### src/rtl/wrr_rank_if.sv
// Insert/remove handshake bundle between a rank producer and the PIFO-side consumer.
// master drives requests and reads the FIFO head; slave is the rank controller.
interface wrr_rank_if #(
    parameter int unsigned FLOW_ID_WIDTH     = 16,
    parameter int unsigned FLOW_WEIGHT_WIDTH = 8,
    parameter int unsigned RANK_WIDTH        = 16,
    parameter int unsigned META_WIDTH        = 16
) ();
    logic                         insert;
    logic [META_WIDTH-1:0]        meta_in;
    logic [FLOW_ID_WIDTH-1:0]     flowID_in;
    logic [FLOW_WEIGHT_WIDTH-1:0] flow_weight_in;
    logic                         busy;
    logic                         err_out;
    logic                         remove;
    logic                         valid_out;
    logic [RANK_WIDTH-1:0]        rank_out;
    logic [META_WIDTH-1:0]        meta_out;
    logic [FLOW_ID_WIDTH-1:0]     flowID_out;

    modport master (
        output insert, meta_in, flowID_in, flow_weight_in, remove,
        input  busy, err_out, valid_out, rank_out, meta_out, flowID_out
    );

    modport slave (
        input  insert, meta_in, flowID_in, flow_weight_in, remove,
        output busy, err_out, valid_out, rank_out, meta_out, flowID_out
    );
endinterface

### src/rtl/wrr_rank_ctrl.sv
// Weighted round-robin rank computer feeding a fall-through FIFO of {rank, meta, flow ID}.
// Define WRR_FLOW_DEACTIVATE_EN to retire a flow once its queued packet count drains to zero.
module wrr_rank_ctrl #(
    parameter int unsigned FLOW_ID_WIDTH     = 16,
    parameter int unsigned FLOW_WEIGHT_WIDTH = 8,
    parameter int unsigned MAX_NUM_FLOWS     = 16,
    parameter int unsigned RANK_WIDTH        = 16,
    parameter int unsigned META_WIDTH        = 16,
    parameter int unsigned L2_DEPTH          = 4
) (
    input logic       clk,
    input logic       rst,
    wrr_rank_if.slave bus
);
    localparam int unsigned DEPTH  = 1 << L2_DEPTH;
    localparam int unsigned CNT_W  = L2_DEPTH + 1;
    localparam int unsigned SUM_W  = RANK_WIDTH + 1;
    localparam int unsigned FIDX_W = (MAX_NUM_FLOWS > 1) ? $clog2(MAX_NUM_FLOWS) : 1;
    localparam int unsigned NA_W   = $clog2(MAX_NUM_FLOWS + 1);

    logic [RANK_WIDTH-1:0]    rank_mem [DEPTH];
    logic [META_WIDTH-1:0]    meta_mem [DEPTH];
    logic [FLOW_ID_WIDTH-1:0] fid_mem  [DEPTH];
    logic [L2_DEPTH-1:0]      wr_ptr_q, rd_ptr_q;
    logic [CNT_W-1:0]         count_q;

    logic                         active_q    [MAX_NUM_FLOWS];
    logic [RANK_WIDTH-1:0]        last_rank_q [MAX_NUM_FLOWS];
    logic [FLOW_WEIGHT_WIDTH-1:0] cnt_q       [MAX_NUM_FLOWS];
    logic [CNT_W-1:0]             pkts_q      [MAX_NUM_FLOWS];
    logic [RANK_WIDTH-1:0]        max_rank_q, max_rank_d;
    logic [NA_W-1:0]              num_active_q, num_active_d;
    logic                         err_q;

    logic                         full, not_empty, id_ok, accept, pop;
    logic                         ins_new, ins_wrap, same_flow, deact;
    logic [FIDX_W-1:0]            fidx, hidx;
    logic [FLOW_WEIGHT_WIDTH-1:0] w_eff, cnt_next;
    logic [SUM_W-1:0]             sum_new, sum_act;
    logic [RANK_WIDTH-1:0]        new_rank;

    function automatic logic [RANK_WIDTH-1:0] sat(input logic [SUM_W-1:0] s);
        return s[RANK_WIDTH] ? {RANK_WIDTH{1'b1}} : s[RANK_WIDTH-1:0];
    endfunction

    always_comb begin
        full      = (count_q == CNT_W'(DEPTH));
        not_empty = (count_q != '0);
        fidx      = bus.flowID_in[FIDX_W-1:0];
        hidx      = fid_mem[rd_ptr_q][FIDX_W-1:0];
        id_ok     = (bus.flowID_in < FLOW_ID_WIDTH'(MAX_NUM_FLOWS));
        // Fullness is judged before any same-cycle pop.
        accept    = bus.insert && id_ok && !full;
        pop       = bus.remove && not_empty;
        w_eff     = (bus.flow_weight_in == '0) ? FLOW_WEIGHT_WIDTH'(1) : bus.flow_weight_in;
        ins_new   = !active_q[fidx];
        ins_wrap  = (cnt_q[fidx] >= w_eff);
        sum_new   = {1'b0, max_rank_q} + SUM_W'(1);
        sum_act   = {1'b0, last_rank_q[fidx]} + SUM_W'(num_active_q);

        if (ins_new) begin
            new_rank = sat(sum_new);
        end else if (ins_wrap) begin
            new_rank = sat(sum_act);
        end else begin
            new_rank = last_rank_q[fidx];
        end
        cnt_next   = (ins_new || ins_wrap) ? FLOW_WEIGHT_WIDTH'(1)
                                           : cnt_q[fidx] + FLOW_WEIGHT_WIDTH'(1);
        max_rank_d = (new_rank > max_rank_q) ? new_rank : max_rank_q;

        // An insert and a pop of the same flow cancel out in that flow's packet count.
        same_flow  = accept && pop && (fidx == hidx);
`ifdef WRR_FLOW_DEACTIVATE_EN
        deact      = pop && !same_flow && (pkts_q[hidx] == CNT_W'(1));
`else
        deact      = 1'b0;
`endif
        num_active_d = num_active_q + NA_W'(accept && ins_new) - NA_W'(deact);
    end

    always_ff @(posedge clk) begin
        if (rst) begin
            wr_ptr_q     <= '0;
            rd_ptr_q     <= '0;
            count_q      <= '0;
            max_rank_q   <= '0;
            num_active_q <= '0;
            err_q        <= 1'b0;
            for (int unsigned i = 0; i < MAX_NUM_FLOWS; i++) begin
                active_q[i]    <= 1'b0;
                last_rank_q[i] <= '0;
                cnt_q[i]       <= '0;
                pkts_q[i]      <= '0;
            end
        end else begin
            err_q        <= bus.insert && !accept;
            count_q      <= count_q + CNT_W'(accept) - CNT_W'(pop);
            num_active_q <= num_active_d;
            if (accept) begin
                rank_mem[wr_ptr_q] <= new_rank;
                meta_mem[wr_ptr_q] <= bus.meta_in;
                fid_mem[wr_ptr_q]  <= bus.flowID_in;
                wr_ptr_q           <= wr_ptr_q + L2_DEPTH'(1);
                active_q[fidx]     <= 1'b1;
                last_rank_q[fidx]  <= new_rank;
                cnt_q[fidx]        <= cnt_next;
                max_rank_q         <= max_rank_d;
            end
            if (pop) begin
                rd_ptr_q <= rd_ptr_q + L2_DEPTH'(1);
            end
            if (!same_flow) begin
                if (accept) begin
                    pkts_q[fidx] <= pkts_q[fidx] + CNT_W'(1);
                end
                if (pop) begin
                    pkts_q[hidx] <= pkts_q[hidx] - CNT_W'(1);
                end
            end
            if (deact) begin
                active_q[hidx] <= 1'b0;
            end
        end
    end

    assign bus.busy       = (count_q >= CNT_W'(DEPTH - 1));
    assign bus.err_out    = err_q;
    assign bus.valid_out  = not_empty;
    assign bus.rank_out   = not_empty ? rank_mem[rd_ptr_q] : '0;
    assign bus.meta_out   = not_empty ? meta_mem[rd_ptr_q] : '0;
    assign bus.flowID_out = not_empty ? fid_mem[rd_ptr_q] : '0;
endmodule
### src/flat_wrapper.sv
// flat-port wrapper written by rule: the top's interface ports become plain ports
module wrr_rank_ctrl_flat 
#(
    parameter int unsigned FLOW_ID_WIDTH     = 16,
    parameter int unsigned FLOW_WEIGHT_WIDTH = 8,
    parameter int unsigned MAX_NUM_FLOWS     = 16,
    parameter int unsigned RANK_WIDTH        = 16,
    parameter int unsigned META_WIDTH        = 16,
    parameter int unsigned L2_DEPTH          = 4
)
  (clk, rst, bus_insert, bus_meta_in, bus_flowID_in, bus_flow_weight_in, bus_remove, bus_busy, bus_err_out, bus_valid_out, bus_rank_out, bus_meta_out, bus_flowID_out);
  wrr_rank_if #(.FLOW_ID_WIDTH(FLOW_ID_WIDTH), .FLOW_WEIGHT_WIDTH(FLOW_WEIGHT_WIDTH), .RANK_WIDTH(RANK_WIDTH), .META_WIDTH(META_WIDTH)) bus_i ();
  input logic clk;
  input logic rst;
  input wire logic [$bits(bus_i.insert)-1:0] bus_insert;
  input wire logic [$bits(bus_i.meta_in)-1:0] bus_meta_in;
  input wire logic [$bits(bus_i.flowID_in)-1:0] bus_flowID_in;
  input wire logic [$bits(bus_i.flow_weight_in)-1:0] bus_flow_weight_in;
  input wire logic [$bits(bus_i.remove)-1:0] bus_remove;
  output wire logic [$bits(bus_i.busy)-1:0] bus_busy;
  output wire logic [$bits(bus_i.err_out)-1:0] bus_err_out;
  output wire logic [$bits(bus_i.valid_out)-1:0] bus_valid_out;
  output wire logic [$bits(bus_i.rank_out)-1:0] bus_rank_out;
  output wire logic [$bits(bus_i.meta_out)-1:0] bus_meta_out;
  output wire logic [$bits(bus_i.flowID_out)-1:0] bus_flowID_out;
  assign bus_i.insert = bus_insert;
  assign bus_i.meta_in = bus_meta_in;
  assign bus_i.flowID_in = bus_flowID_in;
  assign bus_i.flow_weight_in = bus_flow_weight_in;
  assign bus_i.remove = bus_remove;
  assign bus_busy = bus_i.busy;
  assign bus_err_out = bus_i.err_out;
  assign bus_valid_out = bus_i.valid_out;
  assign bus_rank_out = bus_i.rank_out;
  assign bus_meta_out = bus_i.meta_out;
  assign bus_flowID_out = bus_i.flowID_out;
  wrr_rank_ctrl #(.FLOW_ID_WIDTH(FLOW_ID_WIDTH), .FLOW_WEIGHT_WIDTH(FLOW_WEIGHT_WIDTH), .MAX_NUM_FLOWS(MAX_NUM_FLOWS), .RANK_WIDTH(RANK_WIDTH), .META_WIDTH(META_WIDTH), .L2_DEPTH(L2_DEPTH)) u_core (.clk(clk), .rst(rst), .bus(bus_i));
endmodule
### config.mk
export PLATFORM = sky130hd
export DESIGN_NAME = wrr_rank_ctrl_flat
export DESIGN_NICKNAME = d
export VERILOG_FILES = /design/src/rtl/wrr_rank_if.sv /design/src/rtl/wrr_rank_ctrl.sv /design/src/flat_wrapper.sv
export SDC_FILE = /design/constraint.sdc
export NUM_CORES = 1
export LEC_CHECK = 0
export BUFFER_PORTS_ARGS = -buffer_cell sky130_fd_sc_hd__buf_4
export CAP_MARGIN = 0
export CORE_ASPECT_RATIO = 0.75
export CORE_MARGIN = 4
export CORE_UTILIZATION = 40
export DETAILED_ROUTE_END_ITERATION = 6
export GPL_TIMING_DRIVEN = 0
export PLACE_DENSITY_LB_ADDON = 0.05
export RECOVER_POWER = 100
export SLEW_MARGIN = 10
export SYNTH_ARGS = -nofsm -noshare
export SYNTH_HDL_FRONTEND = slang
export SYNTH_SLANG_ARGS = --single-unit
### constraint.sdc
create_clock -name clk -period 8.8 [get_ports clk]
set_input_delay 0.88 -clock clk [delete_from_list [all_inputs] [get_ports clk]]
set_output_delay 0.88 -clock clk [all_outputs]
set_load 0.01 [all_outputs]
==> out/qor.txt <==
Final-report hold violation count -> 0
PwrDens -> 245.7 mW/mm²
Congestion Overflow GR -> 0
Initial core utilization -> 40.47%
Filler Cells Inserted -> 10.65k
NumNets Final -> 3093
Worst hold slack -> 0.4528 ns
Least-Margin Pin Slew -> 1.997 ns
Clk Latency, worst-skew pair -> 0.74 ns
Seq/Total Area, Yosys -> 71.84%
Path type of the worst setup path -> in2reg
Hold crit path type -> in2reg
Max-slew headroom at the worst pin -> -33.15%
Count of endpoints failing setup in the final report -> 0
Max Root-Sink Buffers -> 3
Commonest cells in the netlist -> sky130_fd_sc_hd__edfxtp_1, sky130_fd_sc_hd__nor2_1, sky130_fd_sc_hd__mux4_2, sky130_fd_sc_hd__clkbuf_1, sky130_fd_sc_hd__inv_1
Sequential cell area -> 0.03569 mm²
Number of levels in the clock H-tree -> 3
DR pass1 iterations -> 6
Core Region -> 0.1228 mm²
Via count -> 26.93k
TritonCTS clock tree -> yes
HPWL after DPL -> 97300 µm
Post-synthesis instance total -> 2666
Via density per instance -> 5.679
Drt total wl -> 142900 µm
Cell types with the largest area share after synthesis -> sky130_fd_sc_hd__edfxtp_1, sky130_fd_sc_hd__mux4_2, sky130_fd_sc_hd__nor2_1
Max rail drop VDD -> 0.1565 mV
Data required time of the worst path -> 9.45 ns
Drt wl/cell -> 30.13 µm
Iteration-0 DRC Markers -> 3218
Worst setup skew after layout -> 0.03341 ns
Horizontal die dimension -> 415.0 µm
Number of max-cap violations -> 20
Worst Hold Depth -> 1
Vias in the first global route -> 27.54k
Number of nets produced by synthesis -> 2759
Total number of yosys warnings -> 0
Die area -> 0.1300 mm²
Count of pins over their slew limit -> 338
Unrepaired setup endpoints after global routing -> false
Final worst path period share -> 95.63%
HP Start -> bus_flowID_in[2]
Fraction of synthesis flops using an asynchronous set or reset pin -> 0%
Vertical die dimension -> 313.2 µm
Area share of the largest cell type after synthesis -> 69.62%
Library cell occupying the most area in the post-synthesis netlist -> sky130_fd_sc_hd__edfxtp_1
Element type at the critical path end -> flop
Layout cells sized above 1 -> 21.12%
Post-route standard cell area excluding fillers -> 0.05663 mm²
Count of flip-flops with a built-in enable after synthesis -> 1152
Routed Antenna Nets -> 0
Drt drc -> 0
Worst reg2reg startpoint -> u_core.cnt_q[11][0]
Synthesized flop and latch total -> 1207
Static leakage power -> 18.05 nW
Maximum clock rate -> 118.8 MHz
Clock period minus worst slack -> 8.416 ns
Placement row count -> 111
Total routing resource utilization after global routing -> 21.91%
Count of boundary I/O pins -> 95
Number of buffers created by CTS -> 119
Violations in the final reports -> max-capacitance violations, max-slew violations
Footprint of the multi-input gates -> 0.01274 mm²
Most instantiated flip-flop cell in the synthesis netlist -> sky130_fd_sc_hd__edfxtp_1
Worst setup path startpoint -> bus_flowID_in[1]
CTS Hold Bufs -> 0
Pin count of the biggest net entering global routing -> 23
Number of antenna violations at the first check in global routing -> 6
Maximum net fanout on the critical path -> 19
Instance area after placement -> 0.05416 mm²
Non-filler cells, final -> 4742
Wire length of the first global-routing pass -> 202800 µm
Dominant cell by count in the synthesized netlist -> sky130_fd_sc_hd__edfxtp_1
Signal arrival time at the worst endpoint -> 9.07 ns
Cell area after technology mapping -> 0.04969 mm²
Placed Instances -> 4517
Critical Path Source Type -> input pin
Final RePlAce weighted congestion -> 0.7901
Number of cells traversed by the worst register-to-register path -> 23
Avg Cell Area, Syn -> 18.64 µm²
Clock sink count -> 1207
Number of different library cells in the post-synthesis netlist -> 64
Clock transition at the registers of the reported paths -> 0.07 ns
Clock root buffer -> sky130_fd_sc_hd__clkbuf_16
Area growth from synthesis to layout -> 13.97%
Count of buffers inserted at the top-level ports -> 93
Status -> finished, violations left
## area by class of cell
class                           instances  area share [%]
Antenna cell                            2        0.008838
Buffer                                169           1.529
Clock buffer                          148           5.660
Clock inverter                         75           1.359
Inverter                               76          0.5060
Multi-Input combinational cell       1213           22.50
Sequential cell                      1207           63.03
Tap cell                             1638           3.619
Timing Repair Buffer                  214           1.783
## worst max-delay path: stages
cell and delay, ns:
sky130_fd_sc_hd__buf_4 0.19, sky130_fd_sc_hd__buf_4 0.27, sky130_fd_sc_hd__buf_4 0.42, sky130_fd_sc_hd__buf_2 0.38, sky130_fd_sc_hd__buf_2 0.40, sky130_fd_sc_hd__mux4_2 0.37, sky130_fd_sc_hd__mux4_2 0.55, sky130_fd_sc_hd__ha_1 0.38
sky130_fd_sc_hd__a21o_1 0.12, sky130_fd_sc_hd__a21oi_1 0.11, sky130_fd_sc_hd__o21bai_1 0.26, sky130_fd_sc_hd__nand2b_1 0.13, sky130_fd_sc_hd__or4_1 0.61, sky130_fd_sc_hd__nor3b_4 0.22, sky130_fd_sc_hd__a221o_1 0.35, sky130_fd_sc_hd__clkbuf_1 0.27
sky130_fd_sc_hd__buf_8 0.24, sky130_fd_sc_hd__inv_1 0.56, sky130_fd_sc_hd__ha_1 0.38, sky130_fd_sc_hd__a21oi_1 0.14, sky130_fd_sc_hd__o22ai_1 0.09, sky130_fd_sc_hd__nor3_1 0.16, sky130_fd_sc_hd__nor3_1 0.09, sky130_fd_sc_hd__or4_1 0.64
sky130_fd_sc_hd__a31oi_4 0.33, sky130_fd_sc_hd__clkbuf_2 0.29, sky130_fd_sc_hd__nand2_1 0.09, sky130_fd_sc_hd__o21ai_0 0.09
## cell usage in the layout, fill, tap and decap left out, types with 10 or more instances in the layout
cell,synthesis,final
sky130_fd_sc_hd__nor2_2,36,10
sky130_fd_sc_hd__nor2_1,395,421
sky130_fd_sc_hd__ha_1,47,47
sky130_fd_sc_hd__buf_6,13,10
sky130_fd_sc_hd__and2_1,52,13
sky130_fd_sc_hd__edfxtp_1,1152,1152
sky130_fd_sc_hd__clkinv_2,0,20
sky130_fd_sc_hd__and2_0,0,39
sky130_fd_sc_hd__nand2b_1,22,22
sky130_fd_sc_hd__nor2b_1,11,11
sky130_fd_sc_hd__clkinv_1,0,26
sky130_fd_sc_hd__xor2_1,17,17
sky130_fd_sc_hd__a22oi_1,17,17
sky130_fd_sc_hd__a21oi_1,14,14
sky130_fd_sc_hd__o21ai_0,36,38
sky130_fd_sc_hd__mux4_1,19,19
sky130_fd_sc_hd__nand3_1,21,21
sky130_fd_sc_hd__bufinv_16,0,13
sky130_fd_sc_hd__buf_4,8,60
sky130_fd_sc_hd__buf_2,26,24
sky130_fd_sc_hd__nor3_1,12,11
sky130_fd_sc_hd__dfxtp_1,55,55
sky130_fd_sc_hd__nand2_1,56,57
sky130_fd_sc_hd__inv_1,74,73
sky130_fd_sc_hd__clkbuf_16,0,123
sky130_fd_sc_hd__xnor2_1,24,24
sky130_fd_sc_hd__clkbuf_1,95,285
sky130_fd_sc_hd__mux4_2,333,333
## timing repair
| item | in CTS | in global routing |
|---|---|---|
| setup endpoints to repair | 16 | 11 |
| gates resized for setup | 8 | 11 |
| buffers inserted | 0 | 1 |
| cloned | 0 | 0 |
| endpoints found under the hold margin | 0 | 0 |
## final timing paths
kind | endpoint | slack [ns]
worst max-delay path | u_core.max_rank_q[9] | 0.38
worst min-delay path | u_core.fid_mem[6][2] | 0.45
worst max register to register | u_core.max_rank_q[9] | 1.50
worst min register to register | u_core.max_rank_q[10] | 0.47
## sequential cells by signal, summed over array words and instances, names as in the netlist, named ones only
name	count
u_core.rd_ptr_q	4
u_core.max_rank_q	16
u_core.rank_mem	256
u_core.active_q	16
u_core.wr_ptr_q	4
u_core.meta_mem	256
u_core.count_q	5
u_core.fid_mem	256
u_core.cnt_q	128
u_core.last_rank_q	256
u_core.bus.err_out	1
u_core.num_active_q	5
## power by group
| group | internal [W] | total (W) | leakage, nW | switching, W |
|---|---|---|---|---|
| logic | 0.00107 | 0.00235 | 4.70 | 0.00127 |
| clock network | 0.00297 | 0.00520 | 1.93 | 0.00223 |
| registers | 0.00634 | 0.00637 | 11.4 | 0.0000319 |
| total | 0.0104 | 0.0139 | 18.0 | 0.00353 |
## per-layer routing
| metal | wire, µm | GRT usage [%] | up-vias |
|---|---|---|---|
| met4 | 2925 | 4.937 | 0 |
| met2 | 62780 | 32.20 | 1118 |
| met3 | 11670 | 4.384 | 192 |
| li1 | - | - | 11190 |
| met1 | 65500 | 33.83 | 14430 |
| met5 | 0 | 0 | - |
## cells by family after synthesis
group           after synthesis  synth area share [%]
compound gates              118                 1.695
mux                         359                 16.25
buf+inv                     246                 2.359
fa+ha+maj                    49                 1.264
flops                      1207                 71.84
xor+xnor                     41                0.7227
simple gates                646                 5.877
## per-stage QoR
stage	power (W)	worst slack [ns]	utilization, %	setup TNS [ns]
final	0.01391	0.3842	46.13	0
after global routing	0.01444	0.05155	46.13	0
after detailed placement	0.008942	-1.705	44.12	-24.19
after CTS	0.01414	0.2207	47.37	0
after floorplan	0.007951	1.371	-	0
after global placement	0.008900	-7.233	42.71	-2379.32
(Power assumes the default switching activity.)
